<file path="src/rtl/pic_interrupt_engine.sv">
// PIC interrupt engine: IRR/ISR tracking, rotating priority,
// two-pulse INTA acknowledge and EOI / priority commands.
module pic_interrupt_engine #(
  parameter int NUM_IRQ = 8,
  parameter int ID_W    = $clog2(NUM_IRQ)
) (
  input  logic               clock,
  input  logic               reset,
  input  logic [NUM_IRQ-1:0] irq_in,
  input  logic               level_triggered,
  input  logic [NUM_IRQ-1:0] interrupt_mask,
  input  logic               special_fully_nested,
  input  logic               auto_eoi,
  input  logic               rotate_on_aeoi,
  input  logic               int_ack,
  input  logic               eoi_valid,
  input  logic               eoi_specific,
  input  logic [ID_W-1:0]    eoi_level,
  input  logic               eoi_rotate,
  input  logic               set_prio_valid,
  input  logic [ID_W-1:0]    set_prio_level,
  output logic               int_out,
  output logic               vector_valid,
  output logic [ID_W-1:0]    vector_id,
  output logic [NUM_IRQ-1:0] irr,
  output logic [NUM_IRQ-1:0] isr,
  output logic [ID_W-1:0]    lowest_prio
);

  typedef enum logic {IDLE, ACK1} state_t;

  localparam logic [ID_W:0]   NONE = (ID_W+1)'(NUM_IRQ);
  localparam logic [ID_W-1:0] LAST = ID_W'(NUM_IRQ-1);

  state_t             state;
  logic [NUM_IRQ-1:0] prev;
  logic [NUM_IRQ-1:0] cand;
  logic [NUM_IRQ-1:0] irr_n;
  logic [NUM_IRQ-1:0] isr_n;
  logic [ID_W-1:0]    ack_id;
  logic [ID_W-1:0]    lp_n;
  logic [ID_W-1:0]    win_lvl;
  logic [ID_W-1:0]    top_lvl;
  logic [ID_W-1:0]    eoi_lvl;
  logic [ID_W:0]      win_rank;
  logic [ID_W:0]      top_rank;
  logic               spurious;
  logic               win_ok;
  logic               ack1;
  logic               ack2;
  logic               aeoi_clr;
  logic               eoi_hit;

  // Rank 0 is the level just after lowest_prio; NONE when v is empty.
  function automatic logic [ID_W:0] best_rank(
    input logic [NUM_IRQ-1:0] v,
    input logic [ID_W-1:0]    lp
  );
    logic [ID_W:0]   r;
    logic [ID_W-1:0] lvl;
    r = NONE;
    for (int k = NUM_IRQ - 1; k >= 0; k--) begin
      lvl = lp + ID_W'(1) + ID_W'(k);
      if (v[lvl]) r = (ID_W+1)'(k);
    end
    return r;
  endfunction

  always_comb begin
    cand     = irr & ~interrupt_mask;
    win_rank = best_rank(cand, lowest_prio);
    top_rank = best_rank(isr, lowest_prio);
    win_lvl  = lowest_prio + ID_W'(1) + win_rank[ID_W-1:0];
    top_lvl  = lowest_prio + ID_W'(1) + top_rank[ID_W-1:0];
    win_ok   = (win_rank < top_rank) ||
               (special_fully_nested && win_rank == top_rank &&
                win_rank != NONE);
    ack1     = int_ack && state == IDLE;
    ack2     = int_ack && state == ACK1;
    aeoi_clr = ack2 && auto_eoi && !spurious;
    eoi_hit  = eoi_valid && (eoi_specific || top_rank != NONE);
    eoi_lvl  = eoi_specific ? eoi_level : top_lvl;

    irr_n = level_triggered ? irq_in : (irr | (irq_in & ~prev));
    if (ack1 && win_ok) irr_n[win_lvl] = 1'b0;

    // EOI and AEOI clears land before the ACK1 set of the same cycle.
    isr_n = isr;
    if (eoi_hit) isr_n[eoi_lvl] = 1'b0;
    if (aeoi_clr) isr_n[ack_id] = 1'b0;
    if (ack1 && win_ok) isr_n[win_lvl] = 1'b1;

    lp_n = lowest_prio;
    if (aeoi_clr && rotate_on_aeoi) lp_n = ack_id;
    if (eoi_hit && eoi_rotate) lp_n = eoi_lvl;
    if (set_prio_valid) lp_n = set_prio_level;
  end

  always_ff @(posedge clock) begin
    if (reset) begin
      state        <= IDLE;
      prev         <= '0;
      irr          <= '0;
      isr          <= '0;
      lowest_prio  <= LAST;
      ack_id       <= '0;
      spurious     <= 1'b0;
      int_out      <= 1'b0;
      vector_valid <= 1'b0;
      vector_id    <= '0;
    end else begin
      prev         <= irq_in;
      irr          <= irr_n;
      isr          <= isr_n;
      lowest_prio  <= lp_n;
      vector_valid <= 1'b0;
      int_out      <= win_ok && !ack2 && !vector_valid;
      unique case (state)
        IDLE: begin
          if (int_ack) begin
            state    <= ACK1;
            ack_id   <= win_ok ? win_lvl : LAST;
            spurious <= !win_ok;
          end
        end
        ACK1: begin
          if (int_ack) begin
            state        <= IDLE;
            vector_valid <= 1'b1;
            vector_id    <= ack_id;
          end
        end
      endcase
    end
  end

endmodule

</file>
<file path="config.mk">
export PLATFORM = sky130hd
export DESIGN_NAME = pic_interrupt_engine
export DESIGN_NICKNAME = d
export VERILOG_FILES = /design/src/rtl/pic_interrupt_engine.sv
export SDC_FILE = /design/constraint.sdc
export NUM_CORES = 1
export LEC_CHECK = 0
export BUFFER_PORTS_ARGS = -buffer_cell sky130_fd_sc_hd__buf_2
export CORE_MARGIN = 8
export CORE_UTILIZATION = 50
export CTS_BUF_LIST = sky130_fd_sc_hd__clkbuf_4
export CTS_CLUSTER_SIZE = 28
export DETAILED_ROUTE_END_ITERATION = 8
export GPL_TIMING_DRIVEN = 0
export HOLD_SLACK_MARGIN = 0.15
export PLACE_DENSITY = 0.76
export SLEW_MARGIN = 40
export SYNTH_ARGS = -nofsm -noshare
export SYNTH_HDL_FRONTEND = slang
export SYNTH_SLANG_ARGS = --single-unit
</file>
<file path="constraint.sdc">
create_clock -name clock -period 4.6 [get_ports clock]
set_clock_uncertainty 0.05 [all_clocks]
set_input_delay 0.23 -clock clock [delete_from_list [all_inputs] [get_ports clock]]
set_output_delay 0.23 -clock clock [all_outputs]
set_load 0.05 [all_outputs]
</file>
Word level (Yosys, flattened, before mapping):

Cells that the tools add are included.
Widths: inputs -> output; s select.

* register bits: 37
* word-level logic and storage cells: 143

* bitwise logic cells: 13
* multiplexer cells: 67
* $add $sub $neg: 10
* $lt $le $gt $ge: 15
* reduce and logical (&&, ||, !) cells: 25
* equality and inequality tests: 3

Operators with widths (number)
* $mux 4: 16
* $bmux 1 s3: 16
* $lt 3x4->1 const B: 11
* $and 8x8->8: 5
* $mux 8: 5
* $not 8->8: 5
* $mux 1: 21
* $or 8x8->8: 2
* $logic_and 1x1->1: 15
* $mux 3: 5
* $add 3x3->3 const B: 4
* $demux 1 s3: 3
* $ge 3x1->1 const B: 3
* $ne 4x4->1 const B: 2
* $add 3x1->3 const B: 2
* $add 3x2->3 const B: 2
* $add 3x3->3: 2
* $eq 4x4->1: 1
* $logic_not 1->1: 4
* $lt 4x4->1: 1
* $reduce_and 2->1: 2
* $reduce_bool 3->1: 1
* $logic_or 1x1->1: 2
* $pmux 1 s2: 1
* 2 further kinds: 2

Logic depth before layout (Yosys ltp):

Gate-level depths: netlist of the first run.

* depth in word-level cells: 25
* mapped depth: 21
* depth with buffers taken out: 18

Worst setup path after synthesis of the first run:

OpenSTA, ideal clock, no wires.

* path kind: reg-to-reg
* from: register lowest_prio[0]
* to: register isr[1]
* buffers on the path: 3
* setup slack: -11 ps
* arrival time: 4430 ps
* period minus slack after synthesis: 4611 ps
* setup time: 131 ps
* data required time: 4419 ps
* stages on the path, launching flop included: 19
* cell sequence: dfxtp_1 -> buf_6 -> inv_2 -> ha_1 -> buf_6 -> buf_12 -> mux4_1 -> nor4_1 -> or4_4 -> a21boi_0 -> o21ai_0 -> inv_1 -> fa_1 -> xnor3_1 -> nor2_1 -> and3_1 -> or3_4 -> o221ai_1 -> o41ai_1

* word-level cells in the longest chain between the ends: 25
* elaborated cells on any way between the ends: 86
* those cells by class: add/sub: 10; order compare: 5; eq/ne: 3; mux: 56; bitwise: 4; reduce/logical: 8

RTL lines
* start: declaration: line 27 `output logic [ID_W-1:0] lowest_prio`
* start signal: assignment: line 115 `lowest_prio <= lp_n;`
* $add 3x1->3 (*): line 63, 73, 74
* $add 3x3->3: line 63 `lvl = lp + ID_W'(1) + ID_W'(k);`
* $bmux 1 s3: line 64 `if (v[lvl]) r = (ID_W+1)'(k);`
* $mux 1 (implied by the code): line 64
* $mux 4 (8 in series): line 64
* $add 3x3->3: line 74 `top_lvl = lowest_prio + ID_W'(1) + top_rank[ID_W-1:0];`
* $mux 3: line 82 `eoi_lvl = eoi_specific ? eoi_level : top_lvl;`
* $lt 3x4->1 (implied by the code) / $ge 3x1->1 (equally long branches): line 89 `if (eoi_hit) isr_n[eoi_lvl] = 1'b0;`
* (+2 left out)
* $demux 1 s3: line 89
* $not 8->8 (no line)
* $and 8x8->8 (no line)
* $mux 8: line 89
* $and 8x8->8 (no line)
* $mux 8: line 90 `if (aeoi_clr) isr_n[ack_id] = 1'b0;`
* $or 8x8->8 (no line)
* $mux 8 (*): line 91 `if (ack1 && win_ok) isr_n[win_lvl] = 1'b1;`
* end signal: assignment: line 114 `isr <= isr_n;`
* end: declaration: line 26 `output logic [NUM_IRQ-1:0] isr,`

Every way passes the cells marked *; elsewhere a longest branch is shown, timed or not. The select of a mux whose other input is x is not followed.
A chain may end at the register's enable or synchronous reset.

Final worst setup path of the first run:

Ends and elaborated chain as after synthesis.

==> out/metrics.yaml, run 1 <==
run_status:
  outcome: "finished, final reports clean"
floorplanning:
  io_pins: 57
  core_area_um2: 6310
  fp.dieH_um: 96.4
  num_rows: 29
  initial_core_util_pct: 51.2
  die_w_um: 96.4
  fp.dieArea_um2: 9290
sta:
  worstMarginPinSlew_ns: 0.679
  maxSlewHeadroom_pct: 54.3
  maxSlewViolCount: 0
  fmax_mhz: 222
  period_share_pct: 98.0
  setup_viol: 0
  period_minus_slack_ns: 4.51
  finalHoldViolations: 0
worst_setup_path:
  startpoint_type: "flop"
  path_max_fanout: 10
  cp_slowest_cell: "mux4_2"
  crit_top_cell: "buf_6"
  cp.arrival_ns: 4.70
  crit_chain: "buf_6 > inv_4 > ha_1 > buf_6 > buf_12 > mux4_2 > mux2_4 > or2_4 > o21ai_2 > inv_1 > fa_1 > xnor3_1 > nor2_1 > o21ai_0 > o311ai_1 > or3_4 > o221ai_1 > o41ai_1"
  max_stage_delay_ns: 0.52
  cp-end-kind: "flop"
  worstPathRequired_ns: 4.79
  path_class: "reg2reg"
  reg2reg_depth: 18
final_layout:
  area_growth_pct: 19.2
  drive_above_1_share_pct: 32.0
  final_cell_area_um2: 3850
  fillers: 547
  nets: 450
  finalCoreUtilization_pct: 61.0
grt:
  grt_max_degree: 12
  grt_antenna_before_repair: 0
  grt.total_usage_pct: 18.9
  grt_pass1_vias: 2842
  grt_pass1_wl_um: 13900
  grt-ovfl-total: 0
hold_path:
  hold_class: "in2reg"
  min_path_cells: 4
route:
  drc: 0
  drtIter0Drc: 178
  vias_per_cell: 6.02
  drt-total-wl_um: 8620
  vias: 2915
  wl_per_cell_um: 17.8
  ant_nets: 0
  drtPass1Iterations: 7
cts:
  cts_inserted_buffers: 5
  htreeDepth: 2
  clk_latency_ns: 0.35
  max-clock-path-buffers: 2
  cts_tree: "built"
  root_buffer: "clkbuf_4"
  clk_pin_slew_ns: 0.12
  cts.sinks: 37
logic_synthesis:
  syn_area_per_cell_um2: 9.95
  synth.most_common_cell: "dfxtp_1"
  synthTopCellsByArea: "dfxtp_1 (23%), mux4_2 (9.8%), nor2b_1 (4.6%)"
  ys_seq_area_share_pct: 22.9
  synth_edf_count: 0
  synth_commonest_cells: "dfxtp_1 (37), nor2b_1 (24), nand2b_1 (21)"
  async_flop_share_pct: 0
  synth_nets: 370
  ys_ff_latch: 37
  netlist_area_um2: 3230
  synth.distinct_cells: 72
  yosysTopAreaCell: "dfxtp_1"
  syn_inst: 325
  yosys_warnings: 0
  synth_top_area_share_pct: 22.9
  synth_ff_type: "dfxtp_1"
power_and_ir_drop:
  powerDensity_nw_per_um2: 706
  power_mw: 2.72
  p_leak_nw: 1.56
  vdd_drop_max_v: 0.000402
job:
  cap_violations: 0
place:
  portBuffers: 55
  place_area_um2: 3610
  dp_hpwl_um: 6540
  gp_congestion: 0.847
[area by class of cell]
type | instances | area, um2 | share of cell area, %
Inverter | 16 | 63.8 | 1.66
Clock inverter | 3 | 12.5 | 0.325
Buffer | 15 | 136 | 3.54
Timing Repair Buffer | 74 | 450 | 11.7
Sequential cell | 37 | 742 | 19.3
Clock buffer | 5 | 37.5 | 0.974
Multi-Input combinational cell | 256 | 2310 | 60.0
Tap cell | 77 | 96.3 | 2.50
Antenna cell | 1 | 2.50 | 0.0650
[power by group]
group,internal [mW],switching (mW),leakage (nW)
logic,0.830,1.23,1.23
registers,0.394,0.104,0.305
clock network,0.0553,0.107,0.0301
[worst max-delay path, delay by kind of cell, from the launching register on]
kind                       cells  cell delay, ns
adders and majority gates      2            0.75
muxes                          2            0.82
buffers and inverters          5            0.60
and+or+nand+nor                3            0.75
DFF                            1            0.38
AOI/OAI and AO/OA              5            0.76
xor gates and xnor gates       1            0.28
[cells in the final DEF (no fill, tap or decap), types with 3 or more instances in the layout]
| master | n |
|---|---|
| nor2_1 | 13 |
| nand2_1 | 18 |
| o31a_1 | 8 |
| dlygate4sd3_1 | 14 |
| xnor2_2 | 3 |
| mux2_2 | 3 |
| buf_4 | 6 |
| and3_1 | 3 |
| nor4_1 | 10 |
| clkbuf_1 | 6 |
| inv_1 | 13 |
| nor2b_1 | 24 |
| a211oi_1 | 3 |
| buf_2 | 55 |
| nor3_1 | 5 |
| o21ai_0 | 17 |
| o221ai_1 | 5 |
| nor3b_1 | 6 |
| o41ai_1 | 7 |
| buf_6 | 4 |
| mux4_2 | 17 |
| nand3_1 | 3 |
| nand2b_1 | 21 |
| ha_1 | 10 |
| dfxtp_1 | 36 |
| mux2i_1 | 14 |
| a21oi_1 | 13 |
| clkbuf_4 | 5 |
[path summary, 6_finish.rpt]
check | startpoint | to | slack (ns)
max reg2reg | lowest_prio[0] | isr[1] | 0.09
max | lowest_prio[0] | isr[1] | 0.09
min reg2reg | vector_valid | int_out | 0.38
min | level_triggered | irr[1] | 0.26
[flip-flops by register name, indices dropped and copies added (netlist names)]
signal        cells
vector_valid      1
ack_id            3
prev              8
vector_id         3
irr               8
isr               8
spurious          1
state             1
lowest_prio       3
int_out           1
[timing repair]
item	CTS	global route
gates resized for setup	4	9
buffers inserted	1	5
setup endpoints to repair	15	17
hold buffers	13	0
endpoints found under the hold margin	13	0
pin swaps	1	2
[kinds of logic (layout without fill, tap and decap cells)]
group,count (synthesis),after routing,share of synthesized area (%)
AND/OR/NAND/NOR,119,119,22.7
AO/OA/AOI/OAI,79,79,18.4
multiplexers,38,38,19.7
flip-flops,37,37,22.9
buffers and inverters,32,113,6.19
adder cells (fa/ha/maj),12,12,5.11
XOR/XNOR,8,8,4.92
other,0,1,0
[metal layers]
| metal | up-vias | share of wire, % | wire [um] | track usage [%] |
|---|---|---|---|---|
| met3 | 18 | 5.6 | 487 | 3.25 |
| met1 | 1402 | 43 | 3670 | 24.0 |
| met5 | - | 0 | 0 | 0 |
| met4 | 0 | 1.9 | 161 | 6.56 |
| met2 | 98 | 50 | 4300 | 31.8 |
| li1 | 1397 | - | - | - |
[stage by stage]
| step | hold slack (ns) | setup slack, ns | std cells | setup TNS, ns |
|---|---|---|---|---|
| global route | 0.270 | -0.0376 | 483 | -0.275 |
| global placement | 0.358 | -0.118 | 457 | -0.533 |
| finish | 0.261 | 0.0898 | 484 | 0 |
| CTS | 0.249 | 0.0192 | 479 | 0 |
| detailed placement | 0.363 | -0.218 | 457 | -1.39 |
| floorplan | 0.266 | 0.174 | 325 | 0 |
(Power assumes the default switching activity.)
==> run 2: changes to the inputs <==
- BUFFER_PORTS_ARGS: -buffer_cell sky130_fd_sc_hd__buf_2 -> -buffer_cell sky130_fd_sc_hd__buf_4
- CORE_UTILIZATION: 50 -> 40
- CTS_CLUSTER_DIAMETER: default -> 80
- PLACE_DENSITY: 0.76 -> 0.63
==> out/metrics.yaml, run 2 (synthesized netlist as in run 1, its figures left out) <==
floorplanning:
  num_rows: 32  # was 29
  io_pins: 57  # unchanged
  initial_core_util_pct: 41.6  # was 51.2%
  fp.dieArea_um2: 11200  # was 9290 um2
  core_area_um2: 7770  # was 6310 um2
  fp.dieH_um: 106  # was 96.4 um
  die_w_um: 106  # was 96.4 um
route:
  vias: 2904  # was 2915
  drtIter0Drc: 125  # was 178
  drtPass1Iterations: 4  # was 7
  wl_per_cell_um: 17.7  # was 17.8 um
  vias_per_cell: 5.66  # was 6.02
  drc: 0  # unchanged
  ant_nets: 0  # unchanged
  drt-total-wl_um: 9090  # was 8620 um
final_layout:
  top_regs: "irr (8), isr (8), prev (8)"  # unchanged
  finalCoreUtilization_pct: 53.0  # was 61.0%
  nets: 455  # was 450
  drive_above_1_share_pct: 33.1  # was 32.0%
  area_growth_pct: 27.3  # was 19.2%
  final_common_cell: "buf_4"  # was buf_2
  antennaDiodeCount: 0  # was 1
  final_cell_mix: "buf_4 (64), dfxtp_1 (36), nor2b_1 (24), nand2b_1 (21)"  # was buf_2 (55), dfxtp_1 (36), nor2b_1 (24), nand2b_1 (21), nand2_1 (18)
grt:
  grt_antenna_before_repair: 0  # unchanged
  grt_pass1_wl_um: 15000  # was 13900 um
  grt.total_usage_pct: 16.2  # was 18.9%
  grt_pass1_vias: 2905  # was 2842
  grt-ovfl-total: 0  # unchanged
  grt_max_degree: 12  # unchanged
place:
  gp_congestion: 0.861  # was 0.847
  dp_hpwl_um: 7020  # was 6540 um
  portBuffers: 55  # unchanged
  place_ws_ns: -0.301  # was -0.218 ns
worst_setup_path:
  cp-end-kind: "flop"  # unchanged
  path_max_fanout: 10  # unchanged
  reg2reg_depth: 19  # was 18
  cp.arrival_ns: 4.66  # was 4.70 ns
  startpoint_type: "flop"  # unchanged
  rr_startpoint: "lowest_prio[0]"  # unchanged
  worstPathRequired_ns: 4.78  # was 4.79 ns
  path_class: "reg2reg"  # unchanged
  critPathLaunch: "lowest_prio[0]"  # unchanged
sta:
  maxSlewHeadroom_pct: 58.9  # was 54.3%
  period_share_pct: 97.4  # was 98.0%
  worstMarginPinSlew_ns: 0.611  # was 0.679 ns
  period_minus_slack_ns: 4.48  # was 4.51 ns
  final.setup.worst_slack_ns: 0.119  # was 0.0898 ns
  setup_viol: 0  # unchanged
  finalHoldViolations: 0  # unchanged
  maxSlewViolCount: 0  # unchanged
  fmax_mhz: 223  # was 222 MHz
cts:
  cts_inserted_buffers: 5  # unchanged
  max-clock-path-buffers: 2  # unchanged
  clk_latency_ns: 0.34  # was 0.35 ns
  root_buffer: "clkbuf_4"  # unchanged
  clk_pin_slew_ns: 0.12  # about the same
  htreeDepth: 2  # unchanged
  cts_tree: "built"  # unchanged
  cts.sinks: 37  # unchanged
run_status:
  outcome: "finished, final reports clean"  # unchanged
hold_path:
  min_path_cells: 4  # unchanged
  hold_start: "level_triggered"  # unchanged
  hold_class: "in2reg"  # unchanged
power_and_ir_drop:
  powerDensity_nw_per_um2: 696  # was 706 nW/um2
  p_leak_nw: 1.63  # was 1.56 nW
  vdd_drop_max_v: 0.000346  # was 0.000402 V
job:
  cap_violations: 0  # unchanged
-- run 2: repair_timing --
action | in CTS | in global routing
hold buffers | 15 | 0
endpoints found under the setup margin | 15 | 19
pin swaps | 2 | 3
hold endpoints to repair | 13 | 0
buffers inserted | 1 | 8
gates resized for setup | 6 | 10
-- run 2: area by class of cell --
cell class | count | area [um2]
fillers | 754 | 3650
multi-input cells | 256 | 2330
flip-flops and latches | 37 | 742
repair buffers | 79 | 631
plain buffers | 15 | 136
well taps | 102 | 128
inverters | 16 | 66.3
clock buffers | 6 | 45.0
clock inverters | 2 | 33.8
-- run 2: metal layers --
metal / vias up / GRT usage, % / routed length (um)
met2: 68 / 27.6 / 4530
li1: 1398 / - / -
met5: - / 0 / 0
met4: 0 / 4.92 / 139
met3: 11 / 1.87 / 235
met1: 1427 / 20.9 / 4190
-- run 2: path summary, 6_finish.rpt --
kind	slack [ns]	endpoint
worst max-delay path	0.12	isr[0]
worst min register to register	0.39	int_out
worst max register to register	0.12	isr[0]
worst min-delay path	0.23	irr[4]
-- run 2: power breakdown --
part | internal, mW | switching, mW | leakage (nW) | total (mW)
Combinational | 0.871 | 1.27 | 1.28 | 2.14
Sequential | 0.394 | 0.105 | 0.305 | 0.499
Clock | 0.119 | 0.110 | 0.0433 | 0.229
Total | 1.38 | 1.48 | 1.63 | 2.86
-- run 2: worst max-delay path, stage by stage, from the launching register on --
cell      delay [ns]
dfxtp_2         0.34
buf_6           0.12
inv_6           0.11
ha_1            0.25
buf_6           0.14
buf_12          0.14
mux4_2          0.30
nor4_1          0.07
or4_4           0.58
a21boi_0        0.16
o21ai_2         0.17
inv_1           0.08
fa_1            0.45
xnor3_1         0.28
nor2_1          0.06
o21ai_0         0.10
o311ai_2        0.17
or3_4           0.41
o21ai_0         0.24
o41ai_1         0.11
-- run 2: stage by stage --
| step | total power [mW] | TNS [ns] | hold WS, ns | std cells | instance area, um2 |
|---|---|---|---|---|---|
| final | 2.86 | 0 | 0.227 | 513 | 4120 |
| after global routing | 3.08 | -0.0273 | 0.233 | 513 | 4120 |
| after CTS | 2.76 | -0.0167 | 0.212 | 506 | 4000 |
| after detailed placement | 2.48 | -2.22 | 0.380 | 482 | 3770 |
| after global placement | 2.44 | -0.976 | 0.369 | 482 | 3770 |
| after floorplan | 1.98 | 0 | 0.266 | 325 | 3230 |
==> run 3: changes to the inputs <==
- MAX_ROUTING_LAYER: default -> met4
- PLACE_DENSITY: 0.63 -> 0.61
- clock period: 4.6 -> 4.26 ns (I/O delays scaled with it)
==> out/metrics.yaml, run 3 (synthesized netlist as in run 1, its figures left out) <==
worst_setup_path:
  cp.arrival_ns: 4.28  # was 4.66 ns
  path_max_fanout: 4  # was 10
  startpoint_type: "flop"  # unchanged
  cp-end-kind: "flop"  # unchanged
  worstPathRequired_ns: 4.43  # was 4.78 ns
  path_class: "reg2reg"  # unchanged
sta:
  worstMarginPinSlew_ns: 0.630  # was 0.611 ns
  period_share_pct: 96.6  # was 97.4%
  setup_viol: 0  # unchanged
  timing.hold.ws_ns: 0.206  # was 0.227 ns
  period_minus_slack_ns: 4.12  # was 4.48 ns
  fmax_mhz: 243  # was 223 MHz
  finalHoldViolations: 0  # unchanged
  maxSlewViolCount: 0  # unchanged
  maxSlewHeadroom_pct: 57.6  # was 58.9%
  setup_tns_ns: 0  # unchanged
job:
  cap_violations: 0  # unchanged
power_and_ir_drop:
  vdd_drop_max_v: 0.000361  # was 0.000346 V
  net-switching-power_mw: 1.66  # was 1.48 mW
  p_clk_share_pct: 7.4  # was 8.0%
  power_frac_comb_pct: 76.5  # was 74.6%
  power_frac_seq_pct: 16.2  # was 17.4%
  p_int_mw: 1.69  # was 1.38 mW
  powerDensity_nw_per_um2: 773  # was 696 nW/um2
  p_leak_nw: 1.71  # was 1.63 nW
  power_mw: 3.34  # was 2.86 mW
  swShare_pct: 49.5  # was 51.7%
cts:
  htreeDepth: 2  # unchanged
  root_buffer: "clkbuf_4"  # unchanged
  clk_latency_ns: 0.35  # was 0.34 ns
  max-clock-path-buffers: 2  # unchanged
  cts_tree: "built"  # unchanged
  cts.sinks: 37  # unchanged
  cts_inserted_buffers: 5  # unchanged
  clk_pin_slew_ns: 0.12  # about the same
grt:
  grt.total_usage_pct: 16.4  # was 16.2%
  grt_pass1_vias: 2823  # was 2905
  grt_pass1_wl_um: 14600  # was 15000 um
  grt_antenna_before_repair: 1  # was 0
  grt_max_degree: 12  # unchanged
  grt-ovfl-total: 0  # unchanged
floorplanning:
  io_pins: 57  # unchanged
  initial_core_util_pct: 41.6  # unchanged
  num_rows: 32  # unchanged
  die_w_um: 106  # unchanged
  fp.dieArea_um2: 11200  # unchanged
  fp.dieH_um: 106  # unchanged
  core_area_um2: 7770  # unchanged
route:
  ant_nets: 0  # unchanged
  vias: 2924  # was 2904
  drc: 0  # unchanged
  drtPass1Iterations: 4  # unchanged
  drt-total-wl_um: 9110  # was 9090 um
  vias_per_cell: 5.51  # was 5.66
  drtIter0Drc: 115  # was 125
  wl_per_cell_um: 17.2  # was 17.7 um
final_layout:
  finalCoreUtilization_pct: 55.6  # was 53.0%
  area_growth_pct: 33.6  # was 27.3%
  stdcell_count: 531  # was 513
  final_cell_mix: "buf_4 (81), dfxtp_1 (35), nor2b_1 (24), nand2b_1 (21), nand2_1 (18)"  # was buf_4 (64), dfxtp_1 (36), nor2b_1 (24), nand2b_1 (21)
  final_common_cell: "buf_4"  # unchanged
  top_regs: "irr (8), isr (8), prev (8)"  # unchanged
  drive_above_1_share_pct: 38.1  # was 33.1%
  nets: 472  # was 455
hold_path:
  hold_class: "in2reg"  # unchanged
place:
  dp_hpwl_um: 6720  # was 7020 um
  portBuffers: 55  # unchanged
  dp_cells: 482  # unchanged
  gp_congestion: 0.851  # was 0.861
run_status:
  outcome: "finished, final reports clean"  # unchanged
[run 3: layout make-up]
type,count,area [um2]
buffer,13,114
inverter,16,66.3
timing repair buffer,98,788
sequential,37,746
antenna,1,2.50
clock buffer,6,45.0
clock inverter,2,33.8
tap,102,128
fill,710,3450
multi-input combinational,256,2400
[run 3: worst paths after layout]
kind,from,to,slack [ns],cells past startpoint
hold reg to reg,vector_valid,int_out,0.40,1
hold / removal,level_triggered,irr[1],0.21,4
setup reg to reg,lowest_prio[0],isr[2],0.14,19
setup / recovery,lowest_prio[0],isr[2],0.14,19
[run 3: power by group through the flow]
stage,Clock [mW],Sequential [mW],Combinational (mW)
floorplan,0,0.694,1.45
global placement,0,0.544,2.11
detailed placement,0,0.546,2.13
CTS,0.254,0.539,2.32
global route,0.269,0.553,2.76
finish,0.246,0.541,2.55
[run 3: worst max-delay path, stage by stage, from the launching register on]
cell      delay [ns]
dfxtp_4         0.38
buf_4           0.14
ha_1            0.22
buf_12          0.15
xnor3_2         0.41
mux2i_4         0.22
o21ai_1         0.09
nand2_1         0.07
a31oi_1         0.13
o21ai_1         0.08
and3_1          0.19
ha_2            0.19
fa_2            0.40
xnor3_1         0.26
nor2_1          0.07
o21ai_1         0.09
o311ai_2        0.15
or3_4           0.40
o221ai_2        0.20
o41ai_2         0.10
[run 3: per-stage QoR]
step / area [um2] / worst slack [ns]
final: 4320 / 0.144
after global routing: 4320 / -0.0406
after CTS: 4120 / 0.00367
after detailed placement: 3770 / -0.321
after global placement: 3770 / -0.279
after floorplan: 3230 / 0.00776
[run 3: routing by layer]
metal	track usage [%]	share of wire [%]	vias up
met5	-	0	-
met1	20.8	46	1429
met2	26.7	51	53
li1	-	-	1438
met3	1.63	1.9	4
met4	5.33	0.86	0
[run 3: what timing repair did]
action,in CTS,in global routing
setup endpoints to repair,19,20
pin swaps,6,11
hold buffers,16,0
hold endpoints to repair,13,0
buffers inserted,11,16
resized for setup,9,18
